**config.mk**
```make
export PLATFORM = sky130hd
export DESIGN_NAME = rr_arbiter_8
export DESIGN_NICKNAME = d
export VERILOG_FILES = /design/src/rtl/rr_arbiter_8.sv
export SDC_FILE = /design/constraint.sdc
export NUM_CORES = 1
export LEC_CHECK = 0
export ABC_AREA = 1
export BUFFER_PORTS_ARGS = -buffer_cell sky130_fd_sc_hd__clkbuf_2
export CELL_PAD_IN_SITES_DETAIL_PLACEMENT = 1
export CELL_PAD_IN_SITES_GLOBAL_PLACEMENT = 1
export CORE_MARGIN = 8
export CORE_UTILIZATION = 35
export DETAILED_ROUTE_END_ITERATION = 8
export PLACE_DENSITY_LB_ADDON = 0.1
export SYNTH_ARGS = -nofsm -noshare
export SYNTH_HDL_FRONTEND = slang
export SYNTH_SLANG_ARGS = --single-unit
```
**constraint.sdc**
```tcl
create_clock -name clk -period 1.9 [get_ports clk]
set_input_delay 0.38 -clock clk [delete_from_list [all_inputs] [get_ports clk]]
set_output_delay 0.38 -clock clk [all_outputs]
set_load 0.01 [all_outputs]
```
**src/rtl/rr_arbiter_8.sv**
```systemverilog
// Round-robin arbiter for 8 requesters with an optional hold limit.
// The registered winner id drives a 3-to-8 decoder to form the one-hot grant.

module decoder_3_to_8 (
  input  logic [2:0] sel,
  output logic [7:0] dout
);
  assign dout = 8'b1 << sel;
endmodule

module rr_arbiter_8 #(
  parameter int MAX_HOLD = 16
) (
  input  logic       clk,
  input  logic       rst,
  input  logic [7:0] req,
  output logic [7:0] gnt,
  output logic [2:0] gnt_id,
  output logic       gnt_valid,
  output logic       preempt
);
  localparam int HW   = (MAX_HOLD == 0) ? 1 : $clog2(MAX_HOLD + 1);
  localparam int LAST = (MAX_HOLD == 0) ? 0 : MAX_HOLD - 1;
  localparam logic [HW-1:0] HOLD_LAST = LAST[HW-1:0];

  typedef enum logic {IDLE, GRANT} state_t;

  state_t          state, state_nxt;
  logic [2:0]      ptr, ptr_nxt, gnt_id_nxt, win;
  logic [HW-1:0]   hold_cnt, hold_nxt;
  logic            preempt_nxt;
  logic [7:0]      dec;
  logic            others, limit_hit, release_gnt;

  decoder_3_to_8 u_dec (.sel(gnt_id), .dout(dec));

  assign gnt_valid   = (state == GRANT);
  assign gnt         = dec & {8{gnt_valid}};
  assign others      = |(req & ~gnt);
  assign release_gnt = ~req[gnt_id];
  assign limit_hit   = (MAX_HOLD != 0) && (hold_cnt == HOLD_LAST) && others;

  // Scan from ptr+7 down to ptr so the last hit is the closest to ptr.
  always_comb begin
    win = '0;
    for (int i = 7; i >= 0; i--)
      if (req[ptr + 3'(i)]) win = ptr + 3'(i);
  end

  always_ff @(posedge clk or posedge rst) begin
    if (rst) begin
      state    <= IDLE;
      ptr      <= '0;
      gnt_id   <= '0;
      hold_cnt <= '0;
      preempt  <= 1'b0;
    end else begin
      state    <= state_nxt;
      ptr      <= ptr_nxt;
      gnt_id   <= gnt_id_nxt;
      hold_cnt <= hold_nxt;
      preempt  <= preempt_nxt;
    end
  end

  always_comb begin
    state_nxt = state;
    case (state)
      IDLE:    if (|req) state_nxt = GRANT;
      GRANT:   if (release_gnt || limit_hit) state_nxt = IDLE;
      default: state_nxt = IDLE;
    endcase
  end

  always_comb begin
    ptr_nxt     = ptr;
    gnt_id_nxt  = gnt_id;
    hold_nxt    = hold_cnt;
    preempt_nxt = 1'b0;
    case (state)
      IDLE: begin
        if (|req) begin
          gnt_id_nxt = win;
          hold_nxt   = '0;
        end
      end
      GRANT: begin
        if (release_gnt) begin
          ptr_nxt = gnt_id + 3'd1;
        end else if (limit_hit) begin
          ptr_nxt     = gnt_id + 3'd1;
          preempt_nxt = 1'b1;
        end else if (hold_cnt != HOLD_LAST) begin
          hold_nxt = hold_cnt + HW'(1);
        end
      end
      default: ;
    endcase
  end
endmodule

```
Yosys cells after proc, flatten, opt, wreduce, memory -nomap -nowiden

Index checks and enable logic that the tools add are counted.

Register bits after elaboration: 13
Bits of input ports: 10
Logic and storage cells: 82

$add $sub $neg: 9
$lt $le $gt $ge: 9
Eq/ne operators: 7
Shift operators: 1
Multiplexer cells: 39
Bitwise logic cells: 5
Reductions and logical operators: 7

Operator list:

| cell                                                                          | count |
|---|---|
| 3-bit by 4-bit less-than comparator with 1-bit output (second input constant) | 9 |
| 3-bit two-way mux                                                             | 10 |
| 1-bit binary-select mux with 3-bit select                                     | 9 |
| 5-bit two-way mux                                                             | 4 |
| 8-bit AND                                                                     | 2 |
| 8-bit OR reduction                                                            | 2 |
| 1-bit two-way mux                                                             | 14 |
| 3-bit adder (second input constant)                                           | 4 |
| 5-bit case mux with 2 select lines                                            | 1 |
| 8-bit inverter                                                                | 1 |
| 1-bit by 3-bit left shift with 8-bit output (first input constant)            | 1 |
| 3-bit by 1-bit adder with 3-bit output (second input constant)                | 2 |
| 3-bit by 2-bit adder with 3-bit output (second input constant)                | 2 |
| 2-bit != test (second input constant)                                         | 3 |
| 5-bit by 1-bit adder with 5-bit output (second input constant)                | 1 |
| 5-bit by 4-bit equality test with 1-bit output (second input constant)        | 1 |
| 5-bit by 4-bit != test with 1-bit output (second input constant)              | 1 |
| 2-bit by 1-bit != test with 1-bit output (second input constant)              | 2 |
| 2-bit AND reduction                                                           | 2 |
| 4-bit AND reduction                                                           | 1 |
| 1-bit inverter                                                                | 2 |
| 1-bit case mux with 2 select lines                                            | 1 |
| 1-bit logical AND                                                             | 1 |
| 1-bit logical OR                                                              | 1 |

Logic depth before layout (Yosys ltp)

Gate-level depths: netlist of run 1.

Depth after elaboration: 11
Gate-level depth with buffers: 20

Modules after synthesis

A second synthesis of run 1 with hierarchy kept.

Cells, all modules: 263
Area total of the unflattened synthesis: 1,660.3 um^2

Modules (own cells, without submodules):

| module         | instances | cells each | area each (um^2) | sequential area each (um^2) |
|---|---|---|---|---|
| rr_arbiter_8   | 1         | 248        | 1,604.0          | 325.3 |
| decoder_3_to_8 | 1         | 15         | 56.3             | 0.0 |

Worst setup path after synthesis of run 1

Ideal clock, no wire load.

Path type: register -> register
From: register ptr[0]
To: register gnt_id[1]
Library setup time: 117 ps
Data arrival time: 1,911 ps
Required time: 1,783 ps
Slack: -127 ps
Stages on the path, launching flop included: 18
Cells stage by stage: dfrtp_1 -> buf_6 -> inv_2 -> buf_6 -> ha_1 -> buf_2 -> inv_1 -> nand3_1 -> nand3_1 -> nand2_1 -> a21oi_1 -> nand3_1 -> nand2_1 -> nand2_1 -> nand2_1 -> nand2_1 -> nand2_1 -> nand2_1

Longest elaborated chain between the ends: 11
Elaborated cells on any way between the ends: 31
Classes of those cells: 7 x add/sub; 24 x mux

Ends and longest elaborated chain:

| what                                      | RTL line | RTL |
|---|---|---|
| from (decl)                               | 29       | `logic [2:0] ptr, ptr_nxt, gnt_id_nxt, win;` |
| from (signal assigned)                    | 59       | `ptr <= ptr_nxt;` |
| 3-bit adder                               | 47       | `if (req[ptr + 3'(i)]) win = ptr + 3'(i);` |
| 1-bit binary-select mux with 3-bit select | 47       |  |
| 1-bit two-way mux (implied by the code)   | 47       |  |
| 3-bit two-way mux (7 in series)           | 47       |  |
| 3-bit two-way mux *                       | 47       |  |
| to (signal assigned)                      | 60       | `gnt_id <= gnt_id_nxt;` |
| to (decl)                                 | 18       | `output logic [2:0] gnt_id,` |

Mark *: on every way between the ends. The rest lies on a longest branch, timed or not. The select of a mux whose other input is x is not followed.
A chain may end at the register's enable or synchronous reset.

Final worst setup path of run 1

From: register ptr[1]
To: register gnt_id[0]

Same word-level chain as after synthesis.

==> impl_metrics.tcl, run 1 <==
set metrics [dict create \
    reg2reg_depth 13 \
    clkSinkCount 13 \
    netlist.area_leader.share_pct 22.1 \
    ant_nets 0 \
    syn_avg_cell_area_sq_um 5.97 \
    path_common_cell "nand2_1" \
    fin_cells 344 \
    synth_top_family_by_area "simple AND/OR/NAND/NOR gates" \
    viasPerCell 5.20 \
    wl_per_cell_um 16.1 \
    clock_latency_ps 250 \
    cts_buffer_depth 2 \
    rsz0062_at_grt "yes" \
    dp.cells 332 \
    synthDistinctLibCells 26 \
    worst-slew-pin-transition_ps 560 \
    grt_pass1_vias 1820 \
    crit_path_start "ptr[1]$_DFFE_PP0P_" \
    clk_pin_slew_ps 70 \
    syn_nets 267 \
    diodes 0 \
    drc 0 \
    antenna_found_initial 0 \
    drtIter0Drc 68 \
    layout.nets 315 \
    hold_class "in2async" \
    grt_overflow_total 0 \
    fin_crit_ps 1860 \
    muxShareOfSynthArea_pct 0 \
    ys.flop_type "dfrtp_1" \
    period_share_pct 97.9 \
    timing.rr.start "ptr[1]$_DFFE_PP0P_" \
    crit_chain "inv_2, ha_4, nand3_2, and2_4, nand2_2, nand2_2, inv_2, nand2_1, nand2_1, nand2_1, a21oi_1, nand2_1, nand2_1" \
    synth_compound_area_share_pct 12.7 \
    syn_to_final_growth_pct 43.0 \
    start_kind "register" \
    r2r-end "gnt_id[0]$_DFFE_PP0P_" \
    grt_max_degree 14 \
    ctsHoldBuffers 0 \
    slew_viol_final 0 \
    design.core.area_sq_um 4030 \
    crit_required_ps 2090 \
    synth_fa_ha_area_share_pct 8.48 \
    timing.fmax_mhz 538 \
    status "completed" \
    cp-endpoint "gnt_id[0]$_DFFE_PP0P_" \
    initial_core_util_pct 36.6 \
    htreeDepth 1 \
    path_class "reg2reg" \
    vias 1788 \
    wl_um 5540 \
    die_y_um 80.9 \
    grt_usage_pct 16.5 \
    drt_first_pass_iters 4 \
    skew_ps 12.9 \
    root_buffer "clkbuf_8" \
    die_area_sq_um 6550 \
    crit_path_max_fanout 6 \
    synth.most_common_cell "nand2_1" \
    timing.reg2reg.setup_slack_ps 40 \
    drive_above_1_share_pct 36.1 \
    place_hpwl_um 4190 \
    cp.arrival_ps 2050 \
    row_count 23 \
    ys_ff_latch 13 \
    boundaryPins 23 \
    netlist_area_sq_um 1480 \
    nFillCells 540 \
    grt_pass1_wl_um 8600 \
    cp_slowest_cell "dfrtp_1" \
    finalHoldViolCount 0 \
    synth_top_cell_by_area "dfrtp_1" \
    max_cap_violations 0 \
    chipWidth_um 80.9 \
    slew_headroom_pct 62.7 \
    setup_viol 0 \
    synthTopCellsByArea "dfrtp_1 22%, nand2_1 19%, nand3_1 15%" \
    cts_inserted_buffers 3 \
    synth_seq_area_share_pct 22.1 \
    async_flop_share_pct 100 \
    endpoint_kind "register" \
    syn_inst 247 \
    gp_congestion 0.860 \
    ys_top_cells_by_count "74 x nand2_1, 44 x nand3_1, 36 x inv_1, 14 x nor2_1" \
    port_buffers 22 \
    synth-edff-count 0 \
    synth_warnings 0 \
    cts_tree "built" \
    slowest_delay_ps 440 \
    yosys.area_share.xor_xnor_pct 1.19 \
    yosys.area_share.simple_pct 42.9 \
]
==> cell type report <==
cell class / instances / area, sq um / share of cell area [%]
Multi-Input combinational cell: 190 / 1190 / 56.5
Timing Repair Buffer: 48 / 320 / 15.2
Tap cell: 50 / 62.6 / 2.97
Clock buffer: 4 / 45.0 / 2.14
Inverter: 39 / 159 / 7.53
Sequential cell: 13 / 330 / 15.7
==> layout by cell type, fill, tap and decap left out, drive strengths merged <==
cell type,n
a31oi,1
o31ai,1
ha,10
nand2,78
inv,39
buf,26
nor3,4
clkbuf,26
xnor2,1
o22ai,2
xor2,1
o221ai,1
o21ai,15
o211ai,1
dfrtp,13
and2,1
nand3,45
a21oi,13
nor3b,1
nor2,15
==> through the flow <==
step                      worst slack, ps  area, sq um  TNS (ps)  hold slack, ps  utilization [%]
after floorplan                      17.3         1520         0             257                -
after global placement              -47.9         1780     -71.6             424             44.2
after detailed placement            -76.4         1780      -140             444             44.2
after CTS                           0.390         1860         0             170             46.1
after global routing                -84.7         2110      -419             193             52.4
final                                39.8         2110         0             151             52.4
==> flip-flops by register name (all words and copies together) (netlist names) <==
name       flops
ptr            3
preempt        1
gnt_valid      1
hold_cnt       5
gnt_id         3
==> worst min path at each step <==
stage | endpoint | slack (ps) | cells after the start | from
final | ptr[2]$_DFFE_PP0P_ | 150 | 2 | rst
after global routing | ptr[2]$_DFFE_PP0P_ | 190 | 2 | rst
after CTS | ptr[2]$_DFFE_PP0P_ | 170 | 2 | rst
after detailed placement | hold_cnt[0]$_DFFE_PP0P_ | 440 | 2 | rst
after global placement | preempt$_DFF_PP0_ | 420 | 2 | rst
after floorplan | gnt_id[0]$_DFFE_PP0P_ | 260 | 1 | rst
==> layer usage <==
layer / share of wire (%) / global-route usage (%) / up-vias
met4: 0.13 / 3.04 / 0
met5: 0 / 0 / -
met1: 47 / 21.3 / 871
li1: - / - / 893
met2: 50 / 27.7 / 22
met3: 2.7 / 3.31 / 2
==> worst max-delay path: cells and delay by family, from the launching register on <==
family | cells | cell delay (ps)
AO/OA/AOI/OAI | 1 | 140
adder cells (fa/ha/maj) | 1 | 340
buffers and inverters | 2 | 150
flip-flops | 1 | 440
AND/OR/NAND/NOR | 9 | 730
==> logic make-up after synthesis <==
kind of cell    count (synthesis)
buf+inv                        44
xor+xnor                        2
fa+ha+maj                      10
compound gates                 34
simple gates                  144
flops                          13
==> timing repair <==
item | 4_1_cts | 5_1_grt
buffers inserted | 3 | 5
setup endpoints to repair | 3 | 11
pin swaps | 3 | 17
gates resized for setup | 6 | 54
Power of run 1 is not shown: default switching activity piles up to over one toggle a cycle in this logic, so the estimate is an artifact.
==> run 2, diff against run 1 <==
Settings changed: CORE_UTILIZATION 35 to 39.
Clock period 1.9 ns to 2.11 ns, I/O delays scaled along.
==> run 2 against run 1 <==
Effect of this change:
- critical path depth rose by 1
- global-route usage fell by 0.98 points
- critical path type unchanged
- sequential cell count did not move
- cell area fell by 19%
- die area fell by 8.3%
- first-iteration DRC count fell by 38%
- final cell count fell by 6.1%
- worst hold slack improved by 33 ps
- non-clock buffer count fell by 19
- clock-buffer cell count did not move
==> impl_metrics.tcl, run 2 (synthesized netlist as in run 1, its figures left out) <==
set metrics [dict create \
    status "completed" \
    crit_path_max_fanout 10 \
    grt_max_degree 14 \
    p_total_mw 3.35 \
    timing.hold.ws_ps 184 \
    grt_pass1_vias 1709 \
    clk_pin_slew_ps 60 \
    dpl-instance-area_sq_um 1660 \
    finalHoldViolCount 0 \
    gp_congestion 0.813 \
    dp.cells 319 \
    port_buffers 22 \
    diodes 0 \
    layout_commonest_cell "nand2_1" \
    vias 1670 \
    drt_first_pass_iters 4 \
    initial_core_util_pct 40.3 \
    syn_to_final_growth_pct 16.5 \
    ant_nets 0 \
    drive_above_1_share_pct 17.8 \
    clock_latency_ps 240 \
    ir_drop_uv 785 \
    row_count 22 \
    setup_viol 0 \
    postLayoutCoreUtil_pct 47.0 \
    rsz0062_at_grt "no" \
    die_y_um 77.5 \
    fin_crit_ps 1910 \
    crit_required_ps 2240 \
    reg_top3 "hold_cnt: 5 flops, gnt_id: 3 flops, ptr: 3 flops" \
    largest_reg_flops 5 \
    slew_viol_final 0 \
    boundaryPins 23 \
    htreeDepth 1 \
    drc 0 \
    antenna_found_initial 0 \
    worst-slew-pin-transition_ps 507 \
    place_hpwl_um 3770 \
    wl_per_cell_um 13.8 \
    wl_um 4470 \
    layout.nets 296 \
    fin_cells 323 \
    drtIter0Drc 42 \
    design.core.area_sq_um 3660 \
    start_kind "register" \
    period_share_pct 90.4 \
    grt_pass1_wl_um 7860 \
    nFillCells 530 \
    chipWidth_um 77.5 \
    path_class "reg2reg" \
    clkSinkCount 13 \
    grt_overflow_total 0 \
    cts_tree "built" \
    fin_setup_tns_ps 0 \
    skew_ps 4.26 \
    powerDensity_nw_per_um2 1950 \
    slew_headroom_pct 66.1 \
    fin_ws_ps 203 \
    grt_usage_pct 15.5 \
    timing.fmax_mhz 524 \
    max_cap_violations 0 \
    root_buffer "clkbuf_8" \
    cp.arrival_ps 2040 \
    viasPerCell 5.17 \
    final_cell_area_sq_um 1720 \
    die_area_sq_um 6010 \
    hold_class "in2async" \
    endpoint_kind "register" \
    cts_inserted_buffers 3 \
    pre_cts_ws_ps 157 \
    leakage_nw 0.980 \
    top_register "hold_cnt" \
    layout_common_cells "74 x nand2_1, 44 x nand3_1, 34 x inv_1" \
    cts_buffer_depth 2 \
]
## run 2: cell count changes in the layout (fill, tap and decap cells not counted), moves of 5 or more
cell     change
nand3_1     +18
buf_4       -15
nand3_2     -13
nand2_1      +7
o21ai_0      +6
nand3_4      -5
## run 2: final cells by class
class,instances,area [sq um],area share [%]
inverters,39,146,8.52
clock buffers,4,45.0,2.62
flip-flops and latches,13,327,19.0
well taps,48,60.1,3.49
multi-input cells,190,978,56.9
repair buffers,29,163,9.46
## run 2: critical path: stages, from the launching register on
cell and delay [ps]:
dfrtp_1 380, buf_4 180, ha_1 260, xnor2_2 180, nand3_1 120, nand2_1 150
inv_1 70, nand3_1 70, nand3_1 80, nand2_1 60, nand2_1 50, nand2_1 60
nand2_1 40, nand2_1 60, nand2_1 40
## run 2: path summary, 6_finish.rpt
path | endpoint | startpoint | cells past startpoint | slack, ps
min in group clk | hold_cnt[0]$_DFFE_PP0P_ | hold_cnt[0]$_DFFE_PP0P_ | 1 | 520
min reg2reg | hold_cnt[0]$_DFFE_PP0P_ | hold_cnt[0]$_DFFE_PP0P_ | 1 | 520
max in group asynchronous | gnt_id[0]$_DFFE_PP0P_ | rst | 2 | 1550
min | hold_cnt[0]$_DFFE_PP0P_ | rst | 2 | 180
max | gnt_id[1]$_DFFE_PP0P_ | ptr[0]$_DFFE_PP0P_ | 14 | 200
max reg2reg | gnt_id[1]$_DFFE_PP0P_ | ptr[0]$_DFFE_PP0P_ | 14 | 200
## run 2: repair_timing
| item | in CTS | in global routing |
|---|---|---|
| hold buffers | 0 | 0 |
| gates resized for setup | 0 | 5 |
| buffers inserted | 0 | 0 |
| endpoints found under the setup margin | 0 | 4 |
## run 2: layer usage
metal / wire length, um / part of all wire [%] / track usage, %
met5: 0 / 0 / 0
met4: 48 / 1.1 / 3.02
met3: 153 / 3.4 / 2.88
met2: 2000 / 45 / 25.0
met1: 2270 / 51 / 20.9
## run 2: where the power goes
group	switching, mW	internal, mW	total, mW
registers	0.145	0.352	0.497
clock network	0.0871	0.133	0.220
logic	1.69	0.935	2.63
total	1.93	1.42	3.35
Note: power is estimated with default switching activity, not from simulation.
